[src/rtl/mux4_arb_pkg.sv]
// Shared types and the round-robin pick function for the 4-way mux arbiter.
// Imported by the arbiter top and the 4:1 datapath.
package mux4_arb_pkg;

    localparam int NUM_REQ = 4;

    typedef enum logic [0:0] {
        IDLE = 1'b0,
        BUSY = 1'b1
    } state_t;

    typedef struct packed {
        logic       found;
        logic [1:0] idx;
    } rr_pick_t;

    // Scans req cyclically from start, skipping bits set in excl; the first set bit wins.
    function automatic rr_pick_t rr_pick(
        input logic [NUM_REQ-1:0] req,
        input logic [1:0]         start,
        input logic [NUM_REQ-1:0] excl
    );
        rr_pick_t           r;
        logic [NUM_REQ-1:0] m;
        logic [1:0]         k;
        r.found = 1'b0;
        r.idx   = 2'b00;
        m       = req & ~excl;
        for (int i = 0; i < NUM_REQ; i++) begin
            k = start + i[1:0];
            if (!r.found && m[k]) begin
                r.found = 1'b1;
                r.idx   = k;
            end
        end
        return r;
    endfunction

    function automatic logic [NUM_REQ-1:0] onehot4(input logic [1:0] idx);
        logic [NUM_REQ-1:0] v;
        v      = 4'b0000;
        v[idx] = 1'b1;
        return v;
    endfunction

endpackage

[src/rtl/mux_4x1.sv]
// WIDTH-wide 4:1 datapath; output forced to zero when not enabled.
module mux_4x1
    import mux4_arb_pkg::*;
#(
    parameter int WIDTH = 1
) (
    input  logic [4*WIDTH-1:0] in,
    input  logic [1:0]         sel,
    input  logic               en,
    output logic [WIDTH-1:0]   y
);

    logic [WIDTH-1:0] lane_s;

    // Lane select followed by valid gating.
    always_comb begin
        lane_s = '0;
        case (sel)
            2'd0:    lane_s = in[0*WIDTH +: WIDTH];
            2'd1:    lane_s = in[1*WIDTH +: WIDTH];
            2'd2:    lane_s = in[2*WIDTH +: WIDTH];
            2'd3:    lane_s = in[3*WIDTH +: WIDTH];
            default: lane_s = '0;
        endcase
        if (en) begin
            y = lane_s;
        end else begin
            y = '0;
        end
    end

endmodule

[src/rtl/mux4_rr_arbiter.sv]
// Round-robin arbiter owning the select of a shared 4:1 channel, with a hold
// counter that forces a handoff once a contended grant has lasted MAX_HOLD cycles.
module mux4_rr_arbiter
    import mux4_arb_pkg::*;
#(
    parameter int WIDTH    = 1,
    parameter int MAX_HOLD = 8
) (
    input  logic                 clk,
    input  logic                 rst,
    input  logic [3:0]           req,
    input  logic [4*WIDTH-1:0]   in,
    output logic [3:0]           gnt,
    output logic [1:0]           sel,
    output logic [WIDTH-1:0]     y,
    output logic                 y_valid
);

    localparam int HOLD_W = (MAX_HOLD > 1) ? $clog2(MAX_HOLD) : 1;
    localparam logic [HOLD_W-1:0] HOLD_LAST = HOLD_W'(MAX_HOLD - 1);

    state_t            state_r, state_s;
    logic [3:0]        gnt_r, gnt_s;
    logic [1:0]        sel_r, sel_s;
    logic              y_valid_r, y_valid_s;
    logic [1:0]        ptr_r, ptr_s;
    logic [HOLD_W-1:0] hold_cnt_r, hold_cnt_s;

    rr_pick_t          pick_s;
    logic              release_s;
    logic              timeout_s;
    logic              others_s;

    // Next-state logic: idle arbitration, release/timeout handoff, hold counting.
    always_comb begin
        state_s    = state_r;
        gnt_s      = gnt_r;
        sel_s      = sel_r;
        y_valid_s  = y_valid_r;
        ptr_s      = ptr_r;
        hold_cnt_s = hold_cnt_r;
        pick_s     = '0;
        release_s  = 1'b0;
        timeout_s  = 1'b0;
        others_s   = 1'b0;
        case (state_r)
            IDLE: begin
                pick_s = rr_pick(req, ptr_r, 4'b0000);
                if (pick_s.found) begin
                    gnt_s      = onehot4(pick_s.idx);
                    sel_s      = pick_s.idx;
                    y_valid_s  = 1'b1;
                    hold_cnt_s = '0;
                    state_s    = BUSY;
                end else begin
                    state_s    = IDLE;
                end
            end
            BUSY: begin
                release_s = ~req[sel_r];
                others_s  = |(req & ~onehot4(sel_r));
                timeout_s = (hold_cnt_r == HOLD_LAST) && others_s;
                if (release_s || timeout_s) begin
                    pick_s = rr_pick(req, sel_r + 2'd1, onehot4(sel_r));
                    ptr_s  = sel_r + 2'd1;
                    if (pick_s.found) begin
                        gnt_s      = onehot4(pick_s.idx);
                        sel_s      = pick_s.idx;
                        hold_cnt_s = '0;
                        state_s    = BUSY;
                    end else begin
                        gnt_s      = 4'b0000;
                        y_valid_s  = 1'b0;
                        state_s    = IDLE;
                    end
                end else if (hold_cnt_r != HOLD_LAST) begin
                    hold_cnt_s = hold_cnt_r + {{(HOLD_W-1){1'b0}}, 1'b1};
                end else begin
                    hold_cnt_s = hold_cnt_r;
                end
            end
            default: begin
                state_s   = IDLE;
                gnt_s     = 4'b0000;
                y_valid_s = 1'b0;
            end
        endcase
    end

    // State registers; reset wins over every transition.
    always_ff @(posedge clk) begin
        if (rst) begin
            state_r    <= IDLE;
            gnt_r      <= 4'b0000;
            sel_r      <= 2'd0;
            y_valid_r  <= 1'b0;
            ptr_r      <= 2'd0;
            hold_cnt_r <= '0;
        end else begin
            state_r    <= state_s;
            gnt_r      <= gnt_s;
            sel_r      <= sel_s;
            y_valid_r  <= y_valid_s;
            ptr_r      <= ptr_s;
            hold_cnt_r <= hold_cnt_s;
        end
    end

    assign gnt     = gnt_r;
    assign sel     = sel_r;
    assign y_valid = y_valid_r;

    mux_4x1 #(
        .WIDTH (WIDTH)
    ) u_mux (
        .in  (in),
        .sel (sel_r),
        .en  (y_valid_r),
        .y   (y)
    );

endmodule

[config.mk]
export PLATFORM = sky130hd
export DESIGN_NAME = mux4_rr_arbiter
export DESIGN_NICKNAME = d
export VERILOG_FILES = /design/src/rtl/mux4_arb_pkg.sv /design/src/rtl/mux_4x1.sv /design/src/rtl/mux4_rr_arbiter.sv
export SDC_FILE = /design/constraint.sdc
export NUM_CORES = 1
export LEC_CHECK = 0
export CAP_MARGIN = 20
export CORE_ASPECT_RATIO = 1.25
export CORE_UTILIZATION = 50
export CTS_CLUSTER_DIAMETER = 100
export DETAILED_ROUTE_END_ITERATION = 10
export GPL_TIMING_DRIVEN = 1
export PLACE_DENSITY_LB_ADDON = 0.08
export SETUP_SLACK_MARGIN = 0.5
export SLEW_MARGIN = 20
export SYNTH_ARGS = -nofsm -noshare
export SYNTH_HDL_FRONTEND = slang
export SYNTH_SLANG_ARGS = --single-unit
[constraint.sdc]
create_clock -name clk -period 2.7 [get_ports clk]
set_clock_uncertainty 0.05 [all_clocks]
set_input_delay 0.675 -clock clk [delete_from_list [all_inputs] [get_ports clk]]
set_output_delay 0.675 -clock clk [all_outputs]
set_load 0.02 [all_outputs]
==> out/results.ini, run 1 <==
[setup_path]
worstSetupPathType=reg -> out
cp-end-kind=output port
cp_slowest_cell=dfxtp_4
arrival_ns=1.54
cp_top_family=compound AO/OA/AOI/OAI gates
cp.required_ns=1.98
path_buf_inv=1
cp_slowest_stage_delay_ns=0.39
path_cells=ha_4 > a222oi_1 > o21ai_1 > and2_1 > buf_6
cp_max_fo=5
start_kind=flip-flop

[grt]
grt_max_degree=15
antenna_found_initial=0
grt_util_all_layers=0.2827
grt_overflow=0
first_global_vias=1254
grt_pass1_wl_um=5361

[synthesis]
ys_types=54
synth_top_area_frac=0.2271
synth.largest_area_cell=dfxtp_1
yosysWarnings=0
syn-cell-area_sq_mm=0.001146
synth_area_leaders=dfxtp_1, ha_1, nor2_1, a21oi_1, mux2i_1
avgSynthCellArea_sq_um=7.959
syn-instance-count=144
synth_flop_cell=dfxtp_1
ys_seq_area_frac=0.2271
ys_ff_latch=13
synth-async-reset-ratio=0
synth_nets=160
synth_edf_count=0

[clock_network]
postCtsHoldBufs=0
clockBufferDepth=2
clock_latency_ns=0.28
cts_tree=done
cts_sinks=13
cts_buffers=3
cts_root_buf=clkbuf_4
path_clk_slew_ns=0.08
ctsHtreeMaxLevel=1

[timing]
fmax_mhz=441.2
setup_ws_ns=0.4335
drv_slew=0
hold_viol=0
tns_ns=0
max_slew.worst_pin.slew_ns=0.5042
slew_headroom=0.6628
finalWorstPathRequiredPeriod_ns=2.266
timing.final.crit_share=0.8394
setup_viol=0
rsz0062_at_grt=yes

[power]
p_leak_nw=0.6952
pwr-share-clk=0.126
power.density_mw_per_mm2=551.0
ir_drop_uv=522.5
p_switching_mw=0.3722
combPwrFrac=0.608
internal_power_mw=0.5606
seq_power_share=0.266
switching_share=0.3990

[route]
vias_per_cell=6.136
num_vias=1313
dr.pass1.iters=7
drt_iter0_drc=32
route.detailed.drc=0
routedWlPerCell_um=15.94
wl_um=3411
antenna_left=0

[finish]
fin_util=0.7740
nFillCells=161
diodes=0
final_common_cell=buf_4
area_delta_synth_final_pct=47.71
drive_gt1_frac=0.3607
fin_nets=200
fin_area_sq_mm=0.001693
stdcell_count=214
final_cell_mix=buf_4, nor2_1, dfxtp_1, clkdlybuf4s50_1, nand2_1

[place]
placed_cell_area_sq_mm=0.001426
port-buffer-count=17
dp.final_hpwl_um=2229
dp.cells=197
pre_cts_slack_ns=-0.1861
gp_congestion=0.9476

[worst_hold_path]
holdCritPathClass=reg -> reg

[floorplanning]
rows=19
initial_utilization=0.5240
die_area_sq_mm=0.002489
coreArea_sq_mm=0.002187
die_y_um=55.53
ioPinCount=18
die_w_um=44.82

[job]
cap_violations=0

[status]
run_status=completed

[through the flow]
| step | total power, mW | hold slack (ns) |
|---|---|---|
| 5_1_grt | 0.9881 | 0.4856 |
| 4_1_cts | 0.8641 | 0.4562 |
| 2_1_floorplan | 0.5467 | 0.4230 |
| 3_3_place_gp | 0.6678 | 0.4305 |
| 6_report | 0.9328 | 0.4479 |
| 3_5_place_dp | 0.6736 | 0.4416 |
[power by group through the flow]
stage | clock network [mW] | registers [mW] | logic (mW)
after CTS | 0.124 | 0.243 | 0.497
after global routing | 0.130 | 0.251 | 0.606
final | 0.117 | 0.248 | 0.567
after global placement | 0 | 0.254 | 0.414
after floorplan | 0 | 0.263 | 0.284
after detailed placement | 0 | 0.255 | 0.419
[worst register-to-register path: stages, from the launching register on]
cell      delay, ns
dfxtp_4        0.40
inv_4          0.05
buf_6          0.12
ha_4           0.27
or3b_4         0.42
a21oi_2        0.18
a211oi_2       0.07
o21ai_2        0.20
and4bb_2       0.27
o221a_2        0.18
[registers in the layout (all words and copies together), names as in the netlist]
register and cells:
hold_cnt_r 3, sel 2, y_valid 1, ptr_r 2, gnt 4, state_r 1
[routing by layer]
| layer | global-route usage | wire, um |
|---|---|---|
| met1 | 0.3108 | 1380 |
| met2 | 0.5042 | 1788 |
| met3 | 0.02614 | 134 |
| met4 | 0.1558 | 108 |
| met5 | 0 | 0 |
[Yosys cell counts (all sizes together), types with 4 or more instances]
cell type / n
clkbuf: 4
mux2i: 4
inv: 7
o21ai: 7
a21oi: 9
o22ai: 5
ha: 6
nand2: 7
nor2: 12
nand2b: 6
buf: 5
nor3: 5
dfxtp: 13
a211oi: 4
[timing repair]
action / CTS / global route
setup endpoints to repair: 10 / 11
setup buffers: 7 / 5
cloned: 1 / 0
gates resized for setup: 29 / 20
pin swaps: 10 / 14
[worst paths after layout]
| path | startpoint | end | slack (ns) | depth (start not counted) |
|---|---|---|---|---|
| setup / recovery | sel[1]$_SDFFE_PP0P_ | y | 0.43 | 5 |
| hold reg to reg | y_valid$_SDFFE_PP0P_ | y_valid$_SDFFE_PP0P_ | 0.45 | 2 |
| setup reg to reg | sel[0]$_SDFFE_PP0P_ | gnt[0]$_SDFFE_PP0P_ | 0.44 | 9 |
| hold / removal | y_valid$_SDFFE_PP0P_ | y_valid$_SDFFE_PP0P_ | 0.45 | 2 |
[area by class of cell]
cell class,instances,area (sq um),share of cell area
clock buffers,4,26.28,0.01552
inverters,7,31.28,0.01848
well taps,31,38.79,0.02291
repair buffers,44,395.4,0.2336
multi-input cells,115,933.4,0.5514
flip-flops and latches,13,267.8,0.1582
[cell families (layout without fill, tap and decap cells)]
logic type	after synthesis	after routing	share of synthesized area
compound gates	45	45	0.2773
mux	5	5	0.04803
fa+ha+maj	6	6	0.06550
flops	13	13	0.2271
buf+inv	16	55	0.06768
simple gates	59	59	0.3144
Power figures use the tool's default switching activity.
==> run 2, diff against run 1 <==
Clock period 2.7 ns to 2.4 ns, I/O delays scaled along.
==> out/results.ini, run 2 (synthesis results as in run 1) <==
[status]
run_status=completed

[setup_path]
worstSetupPathType=reg -> reg
arrival_ns=2.43  ; +0.89 ns
cp_max_fo=8  ; +3
cp-end-kind=flip-flop
cp.required_ns=2.53  ; +0.55 ns
start_kind=flip-flop

[clock_network]
cts_root_buf=clkbuf_4
ctsHtreeMaxLevel=1  ; unchanged
cts_buffers=3  ; unchanged
clockBufferDepth=2  ; unchanged
cts_sinks=13  ; unchanged
clock_latency_ns=0.26  ; -0.02 ns
path_clk_slew_ns=0.08  ; about the same
postCtsHoldBufs=0  ; unchanged
cts_tree=done

[route]
dr.pass1.iters=6  ; -1
wl_um=3829  ; +12%
vias_per_cell=6.122  ; -0.22%
route.detailed.drc=0  ; unchanged
drt_iter0_drc=49  ; +53%
routedWlPerCell_um=16.72  ; +4.9%
num_vias=1402  ; +6.8%
antenna_left=0  ; unchanged

[finish]
fin_nets=215  ; +7.5%
stdcell_count=229  ; +7.0%
fin_area_sq_mm=0.001867  ; +10%
final_cell_mix=buf_4, nor2_1, dfxtp_1, buf_6
final_common_cell=buf_4
drive_gt1_frac=0.4394  ; +0.07874
diodes=0  ; unchanged
area_delta_synth_final_pct=62.88
largest_reg_flops=4  ; unchanged

[power]
switching_share=0.3899  ; -0.009109
pwr-share-clk=0.113  ; -0.013
seq_power_share=0.247  ; -0.019
ir_drop_uv=558.4  ; +6.9%
power.density_mw_per_mm2=609.0  ; +11%
p_leak_nw=0.8236  ; +18%
combPwrFrac=0.640  ; +0.032
p_switching_mw=0.4433  ; +19%
internal_power_mw=0.6936  ; +24%
power_mw=1.137  ; +22%

[place]
dp.final_hpwl_um=2491  ; +12%
gp_congestion=0.9041  ; -4.6%
port-buffer-count=17  ; unchanged
dp.cells=214  ; +8.6%
placed_cell_area_sq_mm=0.001579  ; +11%

[timing]
setup_viol=0  ; unchanged
rsz0062_at_grt=yes
slew_headroom=0.6458  ; -0.01701
fmax_mhz=434.9
finalWorstPathRequiredPeriod_ns=2.299
whs_ns=0.4535  ; +0.005597 ns
tns_ns=0  ; unchanged
drv_slew=0  ; unchanged
hold_viol=0  ; unchanged
max_slew.worst_pin.slew_ns=0.5297  ; +0.02544 ns
timing.final.crit_share=0.9580

[floorplanning]
ioPinCount=18  ; unchanged
die_y_um=55.53  ; unchanged
die_w_um=44.82  ; unchanged
coreArea_sq_mm=0.002187  ; unchanged
initial_utilization=0.5240  ; unchanged
rows=19  ; unchanged
die_area_sq_mm=0.002489  ; unchanged

[grt]
antenna_found_initial=0  ; unchanged
grt_util_all_layers=0.3043  ; +0.02160
grt_overflow=0  ; unchanged
grt_pass1_wl_um=5830  ; +8.7%
first_global_vias=1361  ; +8.5%
grt_max_degree=15  ; unchanged

[job]
cap_violations=0  ; unchanged

[worst_hold_path]
holdCritPathClass=reg -> reg

[run 2: cell types whose count changed in the layout (fill, tap and decap cells not counted), sizes merged]
cell | before | now
clkdlybuf4s15 | 2 | 3
buf | 28 | 44
clkdlybuf4s50 | 8 | 4
dlymetal6s2s | 1 | 3
[run 2: worst paths after layout]
kind,from,to,slack [ns],cells past startpoint
worst min-delay path,gnt[1]$_SDFFE_PP0P_,gnt[1]$_SDFFE_PP0P_,0.45,2
worst max-delay path,sel[1]$_SDFFE_PP0P_,gnt[1]$_SDFFE_PP0P_,0.10,11
worst min register to register,gnt[1]$_SDFFE_PP0P_,gnt[1]$_SDFFE_PP0P_,0.45,2
worst max register to register,sel[1]$_SDFFE_PP0P_,gnt[1]$_SDFFE_PP0P_,0.10,11
[run 2: per-layer routing]
metal,global-route usage,vias up,part of all wire
li1,-,660,-
met1,0.3463,677,0.38
met2,0.5441,49,0.53
met3,0.02941,16,0.046
met4,0.1385,0,0.039
met5,0,-,0
[run 2: per-stage QoR]
step	setup slack [ns]	utilization
2_1_floorplan	0.2699	-
5_1_grt	0.006410	0.8535
4_1_cts	0.2218	0.8330
3_3_place_gp	-0.3444	0.7220
6_report	0.1008	0.8535
3_5_place_dp	-0.3619	0.7220
[run 2: worst max-delay path, cell delays in order, from the launching register on]
cell	delay (ns)
dfxtp_4	0.42
inv_4	0.05
buf_6	0.11
ha_4	0.27
buf_4	0.15
and4bb_2	0.22
nand3_1	0.11
o31ai_1	0.09
buf_4	0.15
nor4b_2	0.27
a22oi_1	0.13
a211oi_1	0.21
[run 2: power groups by stage]
stage / registers [mW] / logic (mW) / clock network [mW]
after CTS: 0.278 / 0.686 / 0.133
final: 0.280 / 0.728 / 0.129
after global routing: 0.285 / 0.771 / 0.143
after floorplan: 0.296 / 0.339 / 0
after global placement: 0.278 / 0.539 / 0
after detailed placement: 0.279 / 0.550 / 0
[run 2: cell type report]
cell class              instances  area (sq um)
well taps                      31         38.79
fillers                       132         320.3
inverters                       7         33.78
multi-input cells             115         973.4
flip-flops and latches         13         267.8
clock buffers                   4         26.28
repair buffers                 59         526.8
[run 2: repair_timing]
action                                  4_1_cts  5_1_grt
buffers inserted                             10        0
resized for setup                            56       11
endpoints found under the setup margin       16       16
pin swaps                                    25       12
gates cloned                                  1        0
==> run 3, diff against run 2 <==
Settings changed: CORE_MARGIN set to 5.
Clock period 2.4 ns to 2.79 ns, I/O delays scaled along.
==> out/results.ini, run 3 (synthesis results as in run 1) <==
[clock_network]
clockBufferDepth=2  ; unchanged
clock_latency_ns=0.28  ; +0.02 ns
cts_tree=done
cts_root_buf=clkbuf_4
cts_sinks=13  ; unchanged
ctsHtreeMaxLevel=1  ; unchanged
path_clk_slew_ns=0.08  ; about the same
postCtsHoldBufs=0  ; unchanged
cts_buffers=3  ; unchanged

[route]
routedWlPerCell_um=15.57  ; -6.9%
drt_iter0_drc=44  ; -10%
route.detailed.drc=0  ; unchanged
antenna_left=0  ; unchanged
num_vias=1218  ; -13%
wl_um=3224  ; -16%
dr.pass1.iters=4  ; -2
vias_per_cell=5.884  ; -3.9%

[worst_hold_path]
worstHoldStart=y_valid$_SDFFE_PP0P_
holdCritPathClass=reg -> reg

[grt]
antenna_found_initial=0  ; unchanged
grt_util_all_layers=0.2112  ; -0.09311
grtUsageMet2=0.3494  ; -0.1947
use_met3=0.03066  ; +0.001249
grt_busiest_layer=met2
grt_pass1_wl_um=5416  ; -7.1%
gr-usage-met1=0.2557  ; -0.09060
grt_max_degree=18  ; +3
grt_overflow=0  ; unchanged
first_global_vias=1164  ; -14%

[timing]
fmax_mhz=421.6
setup_ws_ns=0.4184  ; +0.3176 ns
slew_headroom=0.6745  ; +0.02877
setup_viol=0  ; unchanged
finalWorstPathRequiredPeriod_ns=2.372
rsz0062_at_grt=yes
drv_slew=0  ; unchanged
timing.final.crit_share=0.8501
max_slew.worst_pin.slew_ns=0.4867  ; -0.04302 ns
hold_viol=0  ; unchanged

[finish]
diodes=0  ; unchanged
final_cell_mix=buf_4, nor2_1, dfxtp_1, clkdlybuf4s50_1
area_delta_synth_final_pct=36.68
nFillCells=197  ; +49%
largest_reg_flops=4  ; unchanged
final_common_cell=buf_4
fin_nets=193  ; -10%
fin_util=0.7162  ; -0.1373
stdcell_count=207  ; -9.6%
drive_gt1_frac=0.2841  ; -0.1553

[status]
run_status=completed

[power]
combPwrFrac=0.571  ; -0.069
ir_drop_uv=534.7  ; -4.2%
power.density_mw_per_mm2=522.9  ; -14%
p_switching_mw=0.3267  ; -26%
seq_power_share=0.286  ; +0.039
p_leak_nw=0.6307  ; -23%
switching_share=0.3989  ; +0.008965
internal_power_mw=0.4924  ; -29%
pwr-share-clk=0.144  ; +0.031

[setup_path]
r2r-end=gnt[0]$_SDFFE_PP0P_
ff2ff_setup_slack_ns=0.57  ; +0.47 ns
start_kind=flip-flop
crit_end=y
cp-startpoint=sel[0]$_SDFFE_PP0P_
cp.required_ns=2.04  ; -0.49 ns
worstSetupPathType=reg -> out
reg2reg_depth=8  ; -3
cp-end-kind=output port
cp_max_fo=4  ; -4
arrival_ns=1.62  ; -0.81 ns
timing.rr.start=sel[1]$_SDFFE_PP0P_

[place]
dp.final_hpwl_um=2240  ; -10%
port-buffer-count=17  ; unchanged
dp.cells=196  ; -8.4%
gp_congestion=0.9427  ; +4.3%
pre_cts_slack_ns=-0.1979  ; +0.1640 ns

[floorplanning]
coreArea_sq_mm=0.002187  ; unchanged
die_area_sq_mm=0.003356  ; +35%
die_y_um=63.53  ; +14%
initial_utilization=0.5240  ; unchanged
rows=19  ; unchanged
die_w_um=52.82  ; +18%
ioPinCount=18  ; unchanged

[job]
cap_violations=0  ; unchanged

run 3: per-layer routing:
layer  up-vias  routed length, um
met3         9                 81
li1        611                  -
met4         0                 80
met5         -                  0
met1       568               1379
met2        30               1682
run 3: how the worst min path moves through the flow:
stage,slack [ns],cells after the start,end
2_1_floorplan,0.42,1,hold_cnt_r[1]$_SDFFE_PP0P_
3_5_place_dp,0.44,2,y_valid$_SDFFE_PP0P_
4_1_cts,0.45,2,y_valid$_SDFFE_PP0P_
6_report,0.44,2,y_valid$_SDFFE_PP0P_
3_3_place_gp,0.43,1,hold_cnt_r[1]$_SDFFE_PP0P_
5_1_grt,0.49,2,y_valid$_SDFFE_PP0P_
run 3: power groups by stage:
stage                     clock network, mW  registers, mW  logic [mW]
after CTS                             0.118          0.235       0.441
after global routing                  0.135          0.238       0.508
after detailed placement                  0          0.246       0.381
after floorplan                           0          0.254       0.259
after global placement                    0          0.245       0.381
final                                 0.118          0.234       0.467
run 3: area by class of cell:
class | instances | area [sq um] | area share
multi-input cells | 115 | 885.9 | 0.5655
repair buffers | 37 | 321.6 | 0.2053
flip-flops and latches | 13 | 267.8 | 0.1709
well taps | 31 | 38.79 | 0.02476
clock buffers | 4 | 26.28 | 0.01677
inverters | 7 | 26.28 | 0.01677
run 3: timing repair:
action,CTS,global route
hold endpoints to repair,0,0
pin swaps,9,1
setup endpoints to repair,10,7
resized for setup,31,3
setup buffers,6,1
run 3: stage by stage:
stage / hold WS [ns] / area [sq um] / power (mW) / TNS [ns]
after detailed placement: 0.4366 / 1406 / 0.6264 / -0.1979
after floorplan: 0.4230 / 1157 / 0.5130 / 0
after global routing: 0.4877 / 1567 / 0.8804 / 0
final: 0.4380 / 1567 / 0.8191 / 0
after global placement: 0.4331 / 1406 / 0.6254 / -0.1587
after CTS: 0.4477 / 1538 / 0.7947 / 0
run 3: critical path: stages, from the launching register on:
cell	delay [ns]
dfxtp_4	0.35
buf_6	0.12
ha_4	0.15
a222oi_1	0.32
o21ai_1	0.12
and2_1	0.15
buf_6	0.13
